==> src/rtl/btn_cmd_sched.sv <==
// Debounced-button command scheduler: queues left/right commands and releases them
// over valid/ready, at most MAX_PER_FRAME per frame. Optional macro: BTN_CMD_COALESCE_EN.
module btn_cmd_sched #(
    parameter int DEPTH         = 4,
    parameter int MAX_PER_FRAME = 1
) (
    input  logic                     vgaclk,
    input  logic                     reset,
    input  logic                     btn1_deb,
    input  logic                     btn2_deb,
    input  logic                     frame_tick,
    input  logic                     cmd_ready,
    output logic                     cmd_valid,
    output logic                     cmd_dir,
    output logic [$clog2(DEPTH):0]   fifo_level,
    output logic                     overflow,
    output logic [7:0]               drop_cnt
);

    localparam int AW = $clog2(DEPTH);
    localparam int LW = AW + 1;
    localparam logic [LW-1:0] DEPTH_L  = LW'(DEPTH);
    localparam logic [2:0]    MAX_CRED = 3'(MAX_PER_FRAME);

    typedef enum logic {
        WAIT    = 1'b0,
        PRESENT = 1'b1
    } state_t;

    state_t          state_q, state_d;
    logic [DEPTH-1:0] mem_q, mem_d;
    logic [AW-1:0]   wr_ptr_q, wr_ptr_d;
    logic [AW-1:0]   rd_ptr_q, rd_ptr_d;
    logic [LW-1:0]   level_q, level_d;
    logic [2:0]      credits_q, credits_d;
    logic            cmd_valid_q, cmd_valid_d;
    logic            cmd_dir_q, cmd_dir_d;
    logic            overflow_q, overflow_d;
    logic [7:0]      drop_cnt_q, drop_cnt_d;

    logic push_req;
    logic push_dir;
    logic pop;
    logic coalesce;
    logic store;
    logic drop;
`ifdef BTN_CMD_COALESCE_EN
    logic tail_dir;
`endif

    // Next-state computation for FIFO, credits, FSM and status outputs
    always_comb begin
        push_req = btn1_deb ^ btn2_deb;
        push_dir = btn2_deb;
        pop      = (state_q == PRESENT) && cmd_ready;
        coalesce = 1'b0;
`ifdef BTN_CMD_COALESCE_EN
        tail_dir = mem_q[wr_ptr_q - AW'(1)];
        // The presented head is off-limits as a cancellation target
        coalesce = push_req && (tail_dir != push_dir) &&
                   (level_q > ((state_q == PRESENT) ? LW'(1) : LW'(0)));
`endif
        store = push_req && !coalesce && ((level_q != DEPTH_L) || pop);
        drop  = push_req && !coalesce && (level_q == DEPTH_L) && !pop;

        mem_d = mem_q;
        if (store) begin
            mem_d[wr_ptr_q] = push_dir;
        end else begin
            mem_d = mem_q;
        end

        if (store) begin
            wr_ptr_d = wr_ptr_q + AW'(1);
        end else if (coalesce) begin
            wr_ptr_d = wr_ptr_q - AW'(1);
        end else begin
            wr_ptr_d = wr_ptr_q;
        end

        if (pop) begin
            rd_ptr_d = rd_ptr_q + AW'(1);
        end else begin
            rd_ptr_d = rd_ptr_q;
        end

        level_d = level_q + LW'(store) - LW'(pop) - LW'(coalesce);

        if (frame_tick) begin
            credits_d = MAX_CRED - 3'(pop);
        end else if (pop) begin
            credits_d = credits_q - 3'd1;
        end else begin
            credits_d = credits_q;
        end

        overflow_d = drop;
        if (drop && (drop_cnt_q != 8'hFF)) begin
            drop_cnt_d = drop_cnt_q + 8'd1;
        end else begin
            drop_cnt_d = drop_cnt_q;
        end

        state_d     = state_q;
        cmd_valid_d = cmd_valid_q;
        cmd_dir_d   = cmd_dir_q;
        case (state_q)
            WAIT: begin
                // A sole entry being cancelled this edge must not be presented
                if ((level_q != LW'(0)) && (credits_q != 3'd0) &&
                    !(coalesce && (level_q == LW'(1)))) begin
                    state_d     = PRESENT;
                    cmd_valid_d = 1'b1;
                    cmd_dir_d   = mem_q[rd_ptr_q];
                end else begin
                    state_d     = WAIT;
                end
            end
            PRESENT: begin
                if (cmd_ready) begin
                    state_d     = WAIT;
                    cmd_valid_d = 1'b0;
                end else begin
                    state_d     = PRESENT;
                end
            end
            default: begin
                state_d     = WAIT;
                cmd_valid_d = 1'b0;
            end
        endcase
    end

    // State registers with synchronous reset
    always_ff @(posedge vgaclk) begin
        if (reset) begin
            state_q     <= WAIT;
            mem_q       <= '0;
            wr_ptr_q    <= '0;
            rd_ptr_q    <= '0;
            level_q     <= '0;
            credits_q   <= 3'd0;
            cmd_valid_q <= 1'b0;
            cmd_dir_q   <= 1'b0;
            overflow_q  <= 1'b0;
            drop_cnt_q  <= 8'd0;
        end else begin
            state_q     <= state_d;
            mem_q       <= mem_d;
            wr_ptr_q    <= wr_ptr_d;
            rd_ptr_q    <= rd_ptr_d;
            level_q     <= level_d;
            credits_q   <= credits_d;
            cmd_valid_q <= cmd_valid_d;
            cmd_dir_q   <= cmd_dir_d;
            overflow_q  <= overflow_d;
            drop_cnt_q  <= drop_cnt_d;
        end
    end

    assign cmd_valid  = cmd_valid_q;
    assign cmd_dir    = cmd_dir_q;
    assign fifo_level = level_q;
    assign overflow   = overflow_q;
    assign drop_cnt   = drop_cnt_q;

endmodule

==> config.mk <==
export PLATFORM = sky130hd
export DESIGN_NAME = btn_cmd_sched
export DESIGN_NICKNAME = d
export VERILOG_FILES = /design/src/rtl/btn_cmd_sched.sv
export SDC_FILE = /design/constraint.sdc
export NUM_CORES = 1
export LEC_CHECK = 0
export BUFFER_PORTS_ARGS = -buffer_cell sky130_fd_sc_hd__buf_4
export CORE_ASPECT_RATIO = 1.1
export CORE_UTILIZATION = 49
export DETAILED_ROUTE_END_ITERATION = 16
export PLACE_DENSITY = 0.76
export SETUP_SLACK_MARGIN = 0.15
export SKIP_LAST_GASP = 1
export SLEW_MARGIN = 5
export SYNTH_ARGS = -nofsm -noshare
export SYNTH_HDL_FRONTEND = slang
export SYNTH_SLANG_ARGS = --single-unit
==> constraint.sdc <==
create_clock -name vgaclk -period 2.3 [get_ports vgaclk]
set_clock_uncertainty 0.1 [all_clocks]
set_input_delay 0.23 -clock vgaclk [delete_from_list [all_inputs] [get_ports vgaclk]]
set_output_delay 0.23 -clock vgaclk [all_outputs]
set_load 0.05 [all_outputs]
==> impl_metrics.tcl, run 1 <==
set metrics [dict create \
    status "finished clean" \
    synthCells 136 \
    synth-warning-count 0 \
    drt-initial-drc-count 12 \
    min_from "cmd_ready" \
    drv_slew 0 \
    grt_pass1_vias 986 \
    final-setup-viol-count 0 \
    cpMostUsedCell "inv_1" \
    crit_path_end_kind "register" \
    initial_core_util_pct 51.62 \
    htreeDepth 1 \
    syn_nets 152 \
    start_kind "register" \
    grt_pass1_wl_um 4022 \
    worst_r2r_path_depth 11 \
    min_period_over_period_pct 95.30 \
    r2r_start "fifo_level[0]$_SDFF_PP0_" \
    synth_seq_area_share_pct 40.78 \
    insertedDiodeCount 0 \
    gp_congestion 0.6951 \
    drc_errors 0 \
    grt_overflow 0 \
    p_leak_nw 0.6405 \
    worst_slack_ns 0.1082 \
    die_x_um 50.66 \
    drv_cap 0 \
    fin_crit_ns 2.192 \
    rows 19 \
    ir_worst_vdd_mv 0.4884 \
    hold_class "in -> reg" \
    hold_violations 0 \
    dp_hpwl_um 1733 \
    r2r_end "fifo_level[2]$_SDFF_PP0_" \
    slowest_stage "dfxtp_4" \
    required_ns 2.42 \
    cts_buffer_depth 2 \
    num_vias 996 \
    wl_per_cell_um 12.13 \
    synth-seq-cells 26 \
    power_frac_comb_pct 37.8 \
    numPortBuffers 19 \
    fmax_ghz 0.4562 \
    antenna_found_initial 0 \
    criticalPathCategory "reg -> reg" \
    synth_cell_types 34 \
    cp_cell_sequence "a211oi_4 > a21oi_4 > inv_1 > ha_1 > inv_1 > ha_1 > inv_1 > fa_2 > xor2_1 > xnor2_1 > nor2_1" \
    final_nets 177 \
    slowest_delay_ns 0.39 \
    stdcell_area_um2 1539 \
    grt_setup_unrepaired "true" \
    p_seq_share_pct 44.5 \
    power.switching_w 0.0004676 \
    cts_root_buf "clkbuf_4" \
    track_usage_pct 18.32 \
    worstPathArrival_ns 2.32 \
    grt_max_degree 28 \
    r2r_setup_slack_ns 0.11 \
    postRouteAntennaNets 0 \
    mostFrequentLayoutCell "buf_4" \
    area_growth_pct 20.59 \
    wl_um 2317 \
    clkTransAtPathRegs_ns 0.15 \
    cts_inserted_buffers 3 \
    p_int_w 0.0008279 \
    dieArea_um2 2813 \
    finalNonFillerCells 191 \
    p_sw_share_pct 36.09 \
    worstPathMaxFanout 4 \
    final_cell_mix "buf_4 (23), dfxtp_1 (22), inv_1 (12), nor2_1 (12), nand2_1 (11)" \
    power.share.clock_pct 17.8 \
    hold_end "state_q$_SDFF_PP0_" \
    cts.sinks 26 \
    dpl_cell_area_um2 1469 \
    worst_pin_slew_ns 0.3668 \
    holdPathStages 3 \
    ios 20 \
    max-slew-margin-rel_pct 74.91 \
    drive_gt1_share_pct 23.13 \
    dp_slack_ns 0.03292 \
    dp.cells 183 \
    clk-insertion-delay-late_ns 0.32 \
    syn_area_um2 1276 \
    p_per_area_nw_per_um2 841.8 \
    cts_tree "built" \
    avgSynthCellArea_um2 9.384 \
    die_h_um 55.53 \
    total_power_w 0.001296 \
    core-area_um2 2472 \
    dr.pass1.iters 4 \
    via_per_inst 5.215 \
]
## metrics by stage
stage / util, % / hold slack, ns / setup TNS (ns)
2_1_floorplan: - / 0.2073 / 0
5_1_grt: 62.25 / 0.08162 / -0.008866
3_3_place_gp: 59.41 / 0.3214 / 0
6_report: 62.25 / 0.09268 / 0
3_5_place_dp: 59.41 / 0.3251 / 0
4_1_cts: 61.94 / 0.09067 / 0
## logic make-up (layout without fill, tap and decap cells)
kind of cell | after synthesis | count (layout) | share of synthesized area (%)
and+or+nand+nor | 47 | 47 | 19.22
DFF | 26 | 26 | 40.78
AOI/OAI and AO/OA | 22 | 22 | 12.94
xor gates and xnor gates | 8 | 8 | 5.490
muxes | 7 | 7 | 6.471
buffers and inverters | 16 | 40 | 4.705
adders and majority gates | 10 | 10 | 10.39
## final cells by class
class | instances | area [um^2]
Fill cell | 225 | 933.4
Sequential cell | 26 | 530.5
Multi-Input combinational cell | 94 | 705.7
Timing Repair Buffer | 24 | 182.7
Clock buffer | 4 | 36.28
Inverter | 12 | 45.04
Tap cell | 31 | 38.79
## registers in the layout (all words and copies together), names as in the netlist
signal and cells:
drop_cnt 8, mem_q 4, credits_q 3, fifo_level 3, rd_ptr_q 2, wr_ptr_q 2
cmd_dir 1, cmd_valid 1, overflow 1, state_q 1
## worst max-delay path by stage
stage | to | from | slack (ns)
finish | fifo_level[2]$_SDFF_PP0_ | fifo_level[0]$_SDFF_PP0_ | 0.11
global route | fifo_level[2]$_SDFF_PP0_ | fifo_level[0]$_SDFF_PP0_ | -0.009
CTS | fifo_level[2]$_SDFF_PP0_ | fifo_level[1]$_SDFF_PP0_ | 0.12
detailed placement | fifo_level[2]$_SDFF_PP0_ | state_q$_SDFF_PP0_ | 0.03
global placement | fifo_level[2]$_SDFF_PP0_ | state_q$_SDFF_PP0_ | 0.16
floorplan | fifo_level[2]$_SDFF_PP0_ | fifo_level[1]$_SDFF_PP0_ | 0.05
## power by group through the flow
stage                     sequential, W  combinational (W)  clock (W)
after floorplan                0.000683           0.000233          0
after global placement         0.000590           0.000419          0
after detailed placement       0.000594           0.000435          0
after CTS                      0.000577           0.000472   0.000232
after global routing           0.000583           0.000533   0.000252
final                          0.000576           0.000489   0.000230
## what timing repair did
item / CTS / global route
setup endpoints to repair: 1 / 1
hold endpoints to repair: 2 / 0
pin swaps: 2 / 1
buffers inserted: 2 / 1
hold buffers: 1 / 0
resized for setup: 1 / 0
## cell usage after synthesis
master	count	area share, %
nand3_1	4	1.6
a211oi_4	1	1.6
o31a_1	2	1.4
nor3b_1	1	0.59
xor2_1	2	1.4
or3_1	3	1.5
xnor2_1	6	4.1
nor4_1	1	0.49
mux2i_1	6	4.7
dfxtp_1	26	41
fa_1	1	1.6
nand3b_4	1	1.6
o21a_1	1	0.59
or2b_1	1	0.59
or4_1	2	1.2
clkbuf_1	4	1.2
a21oi_2	1	0.69
nor3_1	4	1.6
o21bai_1	1	0.59
ha_1	9	8.8
nor2_1	12	3.5
mux4_2	1	1.8
nand2b_1	5	2.5
a211o_1	1	0.69
a21oi_1	7	2.7
o31ai_1	3	1.8
inv_1	12	3.5
nor2b_1	1	0.49
a2111oi_0	1	0.69
a311oi_1	1	0.69
nand2_1	11	3.2
o21ai_0	2	0.78
o21ba_2	1	0.78
nand4_1	1	0.49
## metal layers
metal	vias up	GRT usage, %	wire [um]
met5	-	0	0
met4	0	5.159	33
met3	4	3.857	52
met2	14	34.48	1200
met1	466	20.00	1032
li1	512	-	-
## worst max-delay path: cells and delay by family (launching register included)
kind,cells,cell delay (ns)
and+or+nand+nor,1,0.05
xor gates and xnor gates,2,0.32
DFF,1,0.39
adders and majority gates,3,0.69
buffers and inverters,3,0.18
AOI/OAI and AO/OA,2,0.36
Note: power is estimated with default switching activity, not from simulation.
==> run 2: changes to the inputs <==
- SETUP_SLACK_MARGIN: 0.15 -> default
==> run 2 against run 1 <==
Against the previous run: critical path depth stayed put; final cell count is 1.0% lower; hold slack worse by 0.017 ns; largest cell class unchanged; highest routed layer unchanged.
==> impl_metrics.tcl, run 2 (synthesis gave the netlist of run 1 again) <==
set metrics [dict create \
    status "finished clean" \
    drv_cap 0 \
    wl_um 2367 \
    final-setup-viol-count 0 \
    cts_buffer_depth 2 \
    crit_path_end_kind "register" \
    num_vias 1025 \
    p_seq_share_pct 45.9 \
    holdPathStages 3 \
    cts.sinks 26 \
    hold_class "in -> reg" \
    via_per_inst 5.423 \
    mostFrequentLayoutCell "dfxtp_1" \
    cts_inserted_buffers 3 \
    cpMostUsedCell "inv_1" \
    cts_tree "built" \
    worstPathMaxFanout 4 \
    largest_reg_flops 8 \
    wl_per_cell_um 12.52 \
    initial_core_util_pct 51.62 \
    cp_cell_sequence "a211oi_4 > a21oi_4 > inv_1 > ha_1 > inv_1 > ha_1 > inv_1 > fa_2 > xor2_1 > xnor2_1 > nor2_1" \
    ios 20 \
    worst_r2r_path_depth 11 \
    max-slew-margin-rel_pct 73.35 \
    grt_pass1_wl_um 4084 \
    fmax_ghz 0.4619 \
    hold_violations 0 \
    grt_overflow 0 \
    min_period_over_period_pct 94.13 \
    antenna_found_initial 0 \
    cts_root_buf "clkbuf_4" \
    r2r_setup_slack_ns 0.13 \
    dpl_cell_area_um2 1474 \
    dp_hpwl_um 1762 \
    dr.max_layer_used "met4" \
    p_int_w 0.0008061 \
    required_ns 2.43 \
    fillCellCount 215 \
    grt_pass1_vias 962 \
    area_growth_pct 19.41 \
    stdcell_area_um2 1524 \
    wl_met2_um 1252 \
    finalNonFillerCells 189 \
    power.share.clock_pct 18.9 \
    numPortBuffers 19 \
    clkTransAtPathRegs_ns 0.14 \
    final_nets 175 \
    track_usage_pct 19.10 \
    multi_input_comb_area_um2 705.7 \
    dp.cells 184 \
    postRouteAntennaNets 0 \
    die_x_um 50.66 \
    fin_tns_setup_ns 0 \
    htreeDepth 1 \
    dieArea_um2 2813 \
    hold_end "state_q$_SDFF_PP0_" \
    ir_worst_vdd_mv 0.5311 \
    insertedDiodeCount 0 \
    power.switching_w 0.0004646 \
    drt-initial-drc-count 14 \
    p_leak_nw 0.6284 \
    p_per_area_nw_per_um2 833.9 \
    slowest_stage "dfxtp_4" \
    slowest_delay_ns 0.39 \
    criticalPathCategory "reg -> reg" \
    grt_max_degree 28 \
    grt_setup_unrepaired "false" \
    gp_congestion 0.7266 \
    final_cell_mix "dfxtp_1 (22), buf_4 (21), nor2_1 (12), inv_1 (11), nand2_1 (11)" \
    wl_met1_um 995 \
    drive_gt1_share_pct 22.78 \
    dr.pass1.iters 4 \
    r2r_end "fifo_level[2]$_SDFF_PP0_" \
    wl_met3_um 75 \
    seqCellArea_um2 530.5 \
    drv_slew 0 \
    p_sw_share_pct 36.56 \
    fin_crit_ns 2.165 \
    core-area_um2 2472 \
    die_h_um 55.53 \
    worst_pin_slew_ns 0.3983 \
    worstPathArrival_ns 2.30 \
    r2r_start "fifo_level[0]$_SDFF_PP0_" \
    rows 19 \
    drc_errors 0 \
    min_from "cmd_ready" \
    start_kind "register" \
    clk-insertion-delay-late_ns 0.33 \
    power_frac_comb_pct 35.2 \
]
==> run 2: cell types whose count changed in the layout (fill, tap and decap cells not counted) <==
cell / change
inv_2: +1
buf_4: -2
inv_1: -1
==> run 2: power groups by stage <==
stage	sequential [W]	clock (W)	combinational (W)
6_report	0.000584	0.000240	0.000447
5_1_grt	0.000592	0.000264	0.000493
4_1_cts	0.000584	0.000246	0.000453
3_5_place_dp	0.000593	0	0.000451
3_3_place_gp	0.000591	0	0.000430
2_1_floorplan	0.000683	0	0.000231
==> run 2: worst max-delay path by stage <==
stage,start,end,slack [ns]
detailed placement,btn2_deb,fifo_level[2]$_SDFF_PP0_,0.04
CTS,state_q$_SDFF_PP0_,fifo_level[2]$_SDFF_PP0_,0.04
global placement,state_q$_SDFF_PP0_,fifo_level[2]$_SDFF_PP0_,0.16
finish,fifo_level[0]$_SDFF_PP0_,fifo_level[2]$_SDFF_PP0_,0.13
global route,fifo_level[0]$_SDFF_PP0_,fifo_level[2]$_SDFF_PP0_,0.02
floorplan,fifo_level[0]$_SDFF_PP0_,fifo_level[2]$_SDFF_PP0_,0.03
==> run 2: worst max-delay path, delay by kind of cell, from the launching register on <==
family	cells	cell delay (ns)
buffers and inverters	3	0.17
adders and majority gates	3	0.68
xor gates and xnor gates	2	0.31
AOI/OAI and AO/OA	2	0.36
DFF	1	0.39
and+or+nand+nor	1	0.05
==> run 2: repair_timing <==
item	in CTS	in global routing
setup buffers	0	0
setup endpoints to repair	0	1
resized for setup	0	3
hold endpoints to repair	2	0
hold buffers	1	0
==> run 2: layer usage <==
layer / global-route usage [%] / vias up
met1: 21.53 / 495
li1: - / 507
met2: 33.90 / 18
met3: 3.857 / 5
met4: 8.333 / 0
met5: 0 / -
==> run 2: metrics by stage <==
stage                     hold WS (ns)  utilization, %  total power (W)  setup slack (ns)
final                          0.07563           61.64         0.001271            0.1349
after global routing           0.07404           61.64         0.001349           0.01620
after detailed placement        0.3207           59.62         0.001044           0.04274
after CTS                      0.07910           61.49         0.001283           0.03720
after floorplan                 0.2073               -        0.0009139           0.02690
after global placement          0.3166           59.62         0.001021            0.1631
==> run 2: final cells by class <==
type                            instances  area share, %
Sequential cell                        26          34.81
Clock buffer                            4          2.381
Timing Repair Buffer                   22          11.00
Multi-Input combinational cell         94          46.31
Inverter                               12          2.956
Tap cell                               31          2.545
==> run 3: changes to the inputs <==
- CAP_MARGIN: default -> 20
- RECOVER_POWER: default -> 25
==> run 3 against run 2 <==
Against the previous run: flip-flop and latch count is the same; non-clock buffer count unchanged; setup slack better by 0.0019 ns; clock power barely moved; die area stayed put; cell area fell by 2.1%; final cell count unchanged; register-to-register slack about the same; critical path depth unchanged; global-route usage unchanged; clock-buffer cell count unchanged; critical path type unchanged; critical endpoint unchanged.
==> impl_metrics.tcl, run 3 (synthesis gave the netlist of run 1 again) <==
set metrics [dict create \
    grt_setup_unrepaired "false" \
    worst_pin_slew_ns 0.5992 \
    fin_crit_ns 2.163 \
    r2r_start "fifo_level[0]$_SDFF_PP0_" \
    p_leak_nw 0.5960 \
    clk-insertion-delay-late_ns 0.33 \
    grt_overflow 0 \
    drv_cap 0 \
    power_frac_comb_pct 34.1 \
    dp.cells 184 \
    grt_pass1_vias 962 \
    grt_max_degree 28 \
    hold_end "state_q$_SDFF_PP0_" \
    p_seq_share_pct 46.7 \
    wl_per_cell_um 12.55 \
    dp_hpwl_um 1762 \
    holdPathStages 3 \
    final_cell_mix "dfxtp_1 (22), buf_4 (16), inv_1 (12), nor2_1 (12), nand2_1 (11)" \
    p_sw_share_pct 36.64 \
    hold_class "in -> reg" \
    postRouteAntennaNets 0 \
    fillCellCount 222 \
    initial_core_util_pct 51.62 \
    status "finished clean" \
    cts_root_buf "clkbuf_4" \
    finalNonFillerCells 189 \
    rows 19 \
    cts.sinks 26 \
    min_from "cmd_ready" \
    final_nets 175 \
    die_h_um 55.53 \
    required_ns 2.43 \
    drc_errors 0 \
    criticalPathCategory "reg -> reg" \
    grt_pass1_wl_um 4084 \
    seqCellArea_um2 530.5 \
    worst_r2r_path_depth 11 \
    dp_slack_ns 0.04274 \
    cts_inserted_buffers 3 \
    hold_violations 0 \
    ios 20 \
    clkTransAtPathRegs_ns 0.14 \
    wl_um 2372 \
    core-area_um2 2472 \
    htreeDepth 1 \
    r2r_end "fifo_level[2]$_SDFF_PP0_" \
    worst_slack_ns 0.1368 \
    worstPathMaxFanout 4 \
    drv_slew 0 \
    antenna_found_initial 0 \
    via_per_inst 5.423 \
    dr.pass1.iters 4 \
    power.share.clock_pct 19.3 \
    min_period_over_period_pct 94.05 \
    num_vias 1025 \
    fin_tns_setup_ns 0 \
    drive_gt1_share_pct 18.35 \
    multi_input_comb_area_um2 693.2 \
    final-setup-viol-count 0 \
    largest_reg_flops 8 \
    cts_tree "built" \
    r2r_setup_slack_ns 0.14 \
    numPortBuffers 19 \
    area_growth_pct 16.96 \
    track_usage_pct 19.10 \
    max-slew-margin-rel_pct 60.23 \
    p_per_area_nw_per_um2 834.3 \
    start_kind "register" \
    p_int_w 0.0007890 \
    ir_worst_vdd_mv 0.5277 \
    crit_path_end_kind "register" \
    mostFrequentLayoutCell "dfxtp_1" \
    insertedDiodeCount 0 \
    gp_congestion 0.7266 \
    fmax_ghz 0.4623 \
    worstPathArrival_ns 2.30 \
    cts_buffer_depth 2 \
    utilization_pct 60.37 \
    drt-initial-drc-count 14 \
    power.switching_w 0.0004563 \
    die_x_um 50.66 \
    dieArea_um2 2813 \
]
run 3: timing repair:
item / CTS / global route
hold endpoints to repair: 2 / 0
buffers inserted: 0 / 0
setup endpoints to repair: 0 / 1
hold buffers: 1 / 0
resized for setup: 0 / 3
run 3: routing by layer:
layer  global-route usage, %  share of wire, %
met3                   3.857               3.1
met4                   8.333               1.9
met2                   33.90                53
met5                       0                 0
met1                   21.53                42
run 3: worst max-delay path by stage:
stage	from	end	slack, ns
3_5_place_dp	btn2_deb	fifo_level[2]$_SDFF_PP0_	0.04
6_report	fifo_level[0]$_SDFF_PP0_	fifo_level[2]$_SDFF_PP0_	0.14
3_3_place_gp	state_q$_SDFF_PP0_	fifo_level[2]$_SDFF_PP0_	0.16
2_1_floorplan	fifo_level[0]$_SDFF_PP0_	fifo_level[2]$_SDFF_PP0_	0.03
5_1_grt	fifo_level[0]$_SDFF_PP0_	fifo_level[2]$_SDFF_PP0_	0.02
4_1_cts	state_q$_SDFF_PP0_	fifo_level[2]$_SDFF_PP0_	0.04
run 3: per-stage QoR:
| stage | hold slack (ns) | power [W] | instance area [um^2] |
|---|---|---|---|
| global route | 0.07404 | 0.001323 | 1493 |
| detailed placement | 0.3207 | 0.001044 | 1474 |
| global placement | 0.3166 | 0.001021 | 1474 |
| finish | 0.07601 | 0.001245 | 1493 |
| CTS | 0.07910 | 0.001283 | 1520 |
| floorplan | 0.2073 | 0.0009139 | 1292 |
run 3: power groups by stage:
stage / Sequential (W) / Clock [W] / Combinational [W]
after floorplan: 0.000683 / 0 / 0.000231
after global placement: 0.000591 / 0 / 0.000430
after detailed placement: 0.000593 / 0 / 0.000451
after CTS: 0.000584 / 0.000246 / 0.000453
after global routing: 0.000590 / 0.000264 / 0.000469
final: 0.000581 / 0.000240 / 0.000424
run 3: layout make-up:
| cell class | count | share of cell area (%) |
|---|---|---|
| Clock buffer | 4 | 2.431 |
| Multi-Input combinational cell | 94 | 46.44 |
| Timing Repair Buffer | 22 | 9.975 |
| Sequential cell | 26 | 35.54 |
| Tap cell | 31 | 2.598 |
| Inverter | 12 | 3.018 |
run 3: worst max-delay path: stages (launching register included):
cell,delay (ns)
dfxtp_4,0.39
a211oi_4,0.27
a21oi_4,0.09
inv_1,0.07
ha_1,0.22
inv_1,0.05
ha_1,0.12
inv_1,0.05
fa_2,0.34
xor2_1,0.18
xnor2_1,0.13
nor2_1,0.05
